===== src/rtl/circuito_exp4.sv =====
// circuito_exp4 - top level of a single-player "Genius" memory-sequence game.
//
// The player reproduces a fixed 16-step sequence of one-hot plays on the
// switches. A control FSM sequences a small datapath made of a step counter,
// the sequence ROM, a play register, an equality comparator and a rising-edge
// detector on the OR of the switches.
//
// Ports:
//   clock          in   system clock, rising edge active
//   reset          in   asynchronous reset, active low
//   iniciar        in   start/restart request (level sampled)
//   chaves [3:0]   in   player switches (one-hot play)
//   acertou        out  whole sequence reproduced correctly
//   errou          out  wrong play entered
//   pronto         out  game finished (either end state)
//   leds [3:0]     out  copy of chaves
//   db_igual       out  play register equals ROM output
//   db_contagem    out  7-seg (gfedcba, active low) of step counter
//   db_memoria     out  7-seg of ROM output
//   db_estado      out  7-seg of FSM state code
//   db_jogadafeita out  7-seg of play register
//   db_clock       out  copy of clock
//   db_tem_jogada  out  one-cycle pulse when a new play starts
module circuito_exp4 (
  input  logic       clock,
  input  logic       reset,
  input  logic       iniciar,
  input  logic [3:0] chaves,
  output logic       acertou,
  output logic       errou,
  output logic       pronto,
  output logic [3:0] leds,
  output logic       db_igual,
  output logic [6:0] db_contagem,
  output logic [6:0] db_memoria,
  output logic [6:0] db_estado,
  output logic [6:0] db_jogadafeita,
  output logic       db_clock,
  output logic       db_tem_jogada
);

  // State encodings double as the digit shown on db_estado.
  typedef enum logic [3:0] {
    INICIAL     = 4'h0,
    PREPARACAO  = 4'h1,
    ESPERA      = 4'h2,
    REGISTRA    = 4'h4,
    COMPARACAO  = 4'h5,
    PROXIMO     = 4'h6,
    FIM_ACERTOU = 4'hA,
    FIM_ERROU   = 4'hE
  } state_t;

  state_t      state_reg, state_next;
  logic [3:0]  contagem_reg;
  logic [3:0]  jogada_reg;
  logic        or_reg;

  logic        zera_c, conta_c, zera_r, registra_r;
  logic        fim_c, igual, tem_jogada, or_chaves;
  logic [3:0]  memoria;

  // Fixed game sequence, read combinationally from the step counter.
  function automatic logic [3:0] rom_lookup(input logic [3:0] addr);
    case (addr)
      4'd0:  rom_lookup = 4'b0001;
      4'd1:  rom_lookup = 4'b0010;
      4'd2:  rom_lookup = 4'b0100;
      4'd3:  rom_lookup = 4'b1000;
      4'd4:  rom_lookup = 4'b0100;
      4'd5:  rom_lookup = 4'b0010;
      4'd6:  rom_lookup = 4'b0001;
      4'd7:  rom_lookup = 4'b0001;
      4'd8:  rom_lookup = 4'b0010;
      4'd9:  rom_lookup = 4'b0010;
      4'd10: rom_lookup = 4'b0100;
      4'd11: rom_lookup = 4'b0100;
      4'd12: rom_lookup = 4'b1000;
      4'd13: rom_lookup = 4'b1000;
      4'd14: rom_lookup = 4'b0001;
      default: rom_lookup = 4'b0100;
    endcase
  endfunction

  // Hex digit to 7-segment, segment order gfedcba, active low.
  function automatic logic [6:0] hex7(input logic [3:0] d);
    case (d)
      4'h0: hex7 = 7'b1000000;
      4'h1: hex7 = 7'b1111001;
      4'h2: hex7 = 7'b0100100;
      4'h3: hex7 = 7'b0110000;
      4'h4: hex7 = 7'b0011001;
      4'h5: hex7 = 7'b0010010;
      4'h6: hex7 = 7'b0000010;
      4'h7: hex7 = 7'b1111000;
      4'h8: hex7 = 7'b0000000;
      4'h9: hex7 = 7'b0010000;
      4'hA: hex7 = 7'b0001000;
      4'hB: hex7 = 7'b0000011;
      4'hC: hex7 = 7'b1000110;
      4'hD: hex7 = 7'b0100001;
      4'hE: hex7 = 7'b0000110;
      default: hex7 = 7'b0001110;
    endcase
  endfunction

  // ---------------- datapath ----------------
  assign memoria    = rom_lookup(contagem_reg);
  assign fim_c      = (contagem_reg == 4'd15);
  assign igual      = (jogada_reg == memoria);
  assign or_chaves  = |chaves;
  // Pulse only on the 0->1 edge of "any switch on"; holding switches keeps
  // or_reg high so no repeat pulses, and returning to 0000 re-arms it.
  assign tem_jogada = or_chaves & ~or_reg;

  always_ff @(posedge clock or negedge reset) begin
    if (!reset) begin
      contagem_reg <= 4'd0;
      jogada_reg   <= 4'd0;
      or_reg       <= 1'b0;
    end else begin
      or_reg <= or_chaves;
      if (zera_c)
        contagem_reg <= 4'd0;
      else if (conta_c)
        contagem_reg <= contagem_reg + 4'd1;
      if (zera_r)
        jogada_reg <= 4'd0;
      else if (registra_r)
        jogada_reg <= chaves;
    end
  end

  // ---------------- control FSM ----------------
  always_ff @(posedge clock or negedge reset) begin
    if (!reset)
      state_reg <= INICIAL;
    else
      state_reg <= state_next;
  end

  always_comb begin
    state_next = state_reg;
    zera_c     = 1'b0;
    zera_r     = 1'b0;
    conta_c    = 1'b0;
    registra_r = 1'b0;
    case (state_reg)
      INICIAL:    if (iniciar) state_next = PREPARACAO;
      PREPARACAO: begin
        zera_c     = 1'b1;
        zera_r     = 1'b1;
        state_next = ESPERA;
      end
      ESPERA:     if (tem_jogada) state_next = REGISTRA;
      REGISTRA: begin
        registra_r = 1'b1;
        state_next = COMPARACAO;
      end
      // A wrong play wins over end-of-sequence.
      COMPARACAO: begin
        if (!igual)     state_next = FIM_ERROU;
        else if (fim_c) state_next = FIM_ACERTOU;
        else            state_next = PROXIMO;
      end
      PROXIMO: begin
        conta_c    = 1'b1;
        state_next = ESPERA;
      end
      FIM_ACERTOU, FIM_ERROU: if (iniciar) state_next = PREPARACAO;
      default:    state_next = INICIAL;
    endcase
  end

  assign acertou = (state_reg == FIM_ACERTOU);
  assign errou   = (state_reg == FIM_ERROU);
  assign pronto  = acertou | errou;

  // ---------------- debug / board outputs ----------------
  genvar gi;
  generate
    for (gi = 0; gi < 4; gi++) begin : g_leds
      assign leds[gi] = chaves[gi];
    end
  endgenerate

  assign db_clock       = clock;
  assign db_tem_jogada  = tem_jogada;
  assign db_igual       = igual;
  assign db_contagem    = hex7(contagem_reg);
  assign db_memoria     = hex7(memoria);
  assign db_estado      = hex7(state_reg);
  assign db_jogadafeita = hex7(jogada_reg);

endmodule


===== config.mk =====
export PLATFORM = sky130hd
export DESIGN_NAME = circuito_exp4
export DESIGN_NICKNAME = d
export VERILOG_FILES = /design/src/rtl/circuito_exp4.sv
export SDC_FILE = /design/constraint.sdc
export NUM_CORES = 1
export LEC_CHECK = 0
export CAP_MARGIN = 20
export CELL_PAD_IN_SITES_DETAIL_PLACEMENT = 0
export CELL_PAD_IN_SITES_GLOBAL_PLACEMENT = 2
export CORE_ASPECT_RATIO = 0.7
export CORE_UTILIZATION = 29
export DETAILED_ROUTE_END_ITERATION = 16
export GPL_TIMING_DRIVEN = 1
export PLACE_DENSITY_LB_ADDON = 0.1
export SLEW_MARGIN = 20
export SYNTH_ARGS = -nofsm -noshare
export SYNTH_HDL_FRONTEND = slang
export SYNTH_SLANG_ARGS = --single-unit

===== constraint.sdc =====
create_clock -name clock -period 2.9 [get_ports clock]
set_input_delay 0.58 -clock clock [delete_from_list [all_inputs] [get_ports clock]]
set_output_delay 0.58 -clock clock [all_outputs]
set_load 0.005 [all_outputs]

==> implementation parameters <==
Parameter                              Value

Power
  Sequential Power Share ... 17.6%
  Switch Pwr ... 0.613 mW
  Logic pwr share ... 63.5%
  Int Power ... 0.950 mW
  Peak ir drop on the vdd network ... 0.262 mV
  Clock power frac ... 18.8%
  Switching share of total power ... 39.2%
  Leakage Power ... 1.35 nW
  PD cells ... 522 nW/um2
  Overall power of the completed layout ... 1.56 mW

Die
  Die Width ... 97.7 um
  Initial standard-cell utilization of the core ... 31.2%
  Die extent in y ... 69.0 um
  Die footprint ... 6740 um2
  Number of core rows ... 23
  Placeable core area ... 5960 um2
  Number of ports placed on the die boundary ... 45

Logic synthesis
  Synth cell types ... 56
  Net count after synthesis ... 258
  Synth warnings ... 0
  Area of the mapped netlist ... 1860 um2
  Proportion of synthesized flip-flops having asynchronous set or reset ... 100%
  Post-Synthesis Cells ... 225
  Number of flip-flops and latches in the synthesized netlist ... 13
  Syn_area_per_cell ... 8.26 um2
  Number of flops mapped to enable cells by yosys ... 0
  Dominant register cell in the synthesized netlist ... dfrtp_1
  Sequential share of the synthesized area ... 17.5%

Routing
  Routed vias ... 1968
  Final WL ... 5760 um
  Number of search-and-repair iterations in the first detailed-routing pass ... 10
  Remaining antenna violation count ... 0
  Mean routed wirelength per cell ... 14.9 um
  Via-to-Cell Ratio ... 5.10
  Number of violations reported at the end of detailed-routing iteration 0 ... 129
  Number of DRC violations after detailed routing ... 4

Clocking
  Clock-pin slew on the worst setup and hold paths ... 60 ps
  Clk_lat worst skew ... 340 ps
  Clock tree from TritonCTS ... done

Setup path
  Type of the worst setup path ... reg2out
  Worst-path fanout max ... 4
  Arrival time worst endpoint ... 2410 ps
  Worst setup SP type ... register
  Required time at the endpoint of the critical path ... 2320 ps
  Crit path capture type ... primary output

Layout
  Commonest non-fill, non-tap cell in the layout ... buf_4
  Layout Area Growth over Synthesis ... 61.3%
  Final non-filler cell area ... 3000 um2
  Number of diodes ... 0
  Share of final-layout standard cells stronger than drive strength 1 ... 35.0%
  Total number of nets in the final design ... 345
  Most frequent cells in the layout ... 38 x buf_4, 34 x clkdlybuf4s50_1, 18 x nand2_1
  Fillers ... 566

STA
  Setup TNS Final ... -180 ps
  Hold violation count in the final report ... 0
  Ratio of final minimum period to clock period ... 103%
  Slew Viols, Final ... 0
  Hold slack final ... 620 ps
  Final count of negative-setup-slack endpoints ... 4
  Setup slack of the critical path after layout ... -85.4 ps
  Setup repair after global routing missed its margin ... yes
  Max-slew headroom at the worst pin ... 54.4%
  Transition at the pin with the smallest max-transition slack ... 682 ps
  FMAX ... 335 MHz
  Final worst path period need ... 2990 ps
  Post-Route Skew ... 2.07 ps

Global route
  Number of global-route vias before repair ... 1829
  Total track usage ... 17.2%
  Number of antenna violations at the first check in global routing ... 0
  Congestion Overflow GR ... 0
  Pin count of the biggest net entering global routing ... 21
  Global-route wire length before repair ... 9250 um

Place
  Gp weighted congestion ... 0.804
  Post-placement cell area ... 2550 um2
  DP HPWL ... 3920 um
  Worst Setup Slack post-DPL ... -119 ps
  Port Buffer Count ... 44

Job
  Count of max-cap constraint violations ... 0

Status
  Result of the run ... complete, but fails checks
  Violated checks ... DRC, setup timing

Worst hold path
  Kind of path behind the tightest hold check ... reg2reg
## power groups by stage
stage                     clock network (mW)  logic (mW)  registers, mW
after global routing                   0.313        1.10          0.284
final                                  0.294       0.994          0.276
after floorplan                       0.0224       0.523          0.240
after detailed placement              0.0290       0.920          0.273
after CTS                              0.302       0.968          0.272
after global placement                0.0290       0.929          0.275
## worst paths after layout
| path | startpoint | slack [ps] | depth (start not counted) | endpoint |
|---|---|---|---|---|
| min reg2reg | contagem_reg[0] | 620 | 1 | contagem_reg[0] |
| max reg2reg | contagem_reg[0] | 700 | 11 | state_reg[3] |
| min | contagem_reg[0] | 620 | 1 | contagem_reg[0] |
| min in group asynchronous | reset | 630 | 1 | state_reg[0] |
| max | contagem_reg[0] | -90 | 11 | db_memoria[3] |
| max in group asynchronous | reset | 1860 | 1 | contagem_reg[3] |
## synthesized netlist by cell type (4+ instances only)
cell	count	area share (%)
ha_1	26	18
nand2_1	20	4.0
nor2_1	16	3.2
dfrtp_1	13	18
inv_1	12	2.4
o21ai_0	11	3.0
a21oi_1	10	2.7
clkbuf_1	10	2.0
a22o_1	9	4.2
mux2i_1	9	4.8
o22ai_1	8	2.7
buf_4	6	2.4
nand2b_1	5	1.7
o31ai_1	4	1.6
xnor2_1	4	1.9
## area by class of cell
type / instances / area [um2] / share of cell area (%)
multi-input combinational: 178 / 1570 / 52.3
timing repair buffer: 95 / 845 / 28.2
sequential: 13 / 325 / 10.9
clock buffer: 8 / 96.3 / 3.21
tap: 75 / 93.8 / 3.13
inverter: 17 / 70.1 / 2.34
## critical path: stages, from the launching register on
cell and delay [ps]:
dfrtp_1 430, buf_6 150, ha_4 160, ha_4 150
and2b_1 170, a31oi_4 220, buf_6 150, buf_6 100
buf_6 100, mux2i_2 220, o21ai_1 90, buf_2 130
## repair_timing
item | CTS | global route
endpoints found under the hold margin | 0 | 0
resized for setup | 67 | 21
setup endpoints to repair | 9 | 20
setup buffers | 15 | 5
pin swaps | 11 | 6
hold buffers | 0 | 0
## per-stage QoR
step                      std cells  util [%]
after CTS                       382      49.1
after global routing            386      50.3
final                           386      50.3
after floorplan                 225         -
after detailed placement        360      42.7
after global placement          360      42.7
## logic make-up (layout without fill, tap and decap cells)
kind of cell               count (synthesis)  count (layout)  share of synthesized area, %
buffers and inverters                     34             120                          8.62
muxes                                     15              15                          10.3
AOI/OAI and AO/OA                         71              71                          27.3
xor gates and xnor gates                   6               6                          2.83
adders and majority gates                 26              26                          17.5
and+or+nand+nor                           60              60                          15.9
DFF                                       13              13                          17.5
## routing by layer
metal | wire, um | up-vias | track usage, %
met5 | 0 | - | 0
met4 | 9 | 0 | 2.27
met3 | 176 | 2 | 2.82
met2 | 2530 | 38 | 27.7
met1 | 3040 | 939 | 24.8
li1 | - | 989 | -
Power figures use the tool's default switching activity.
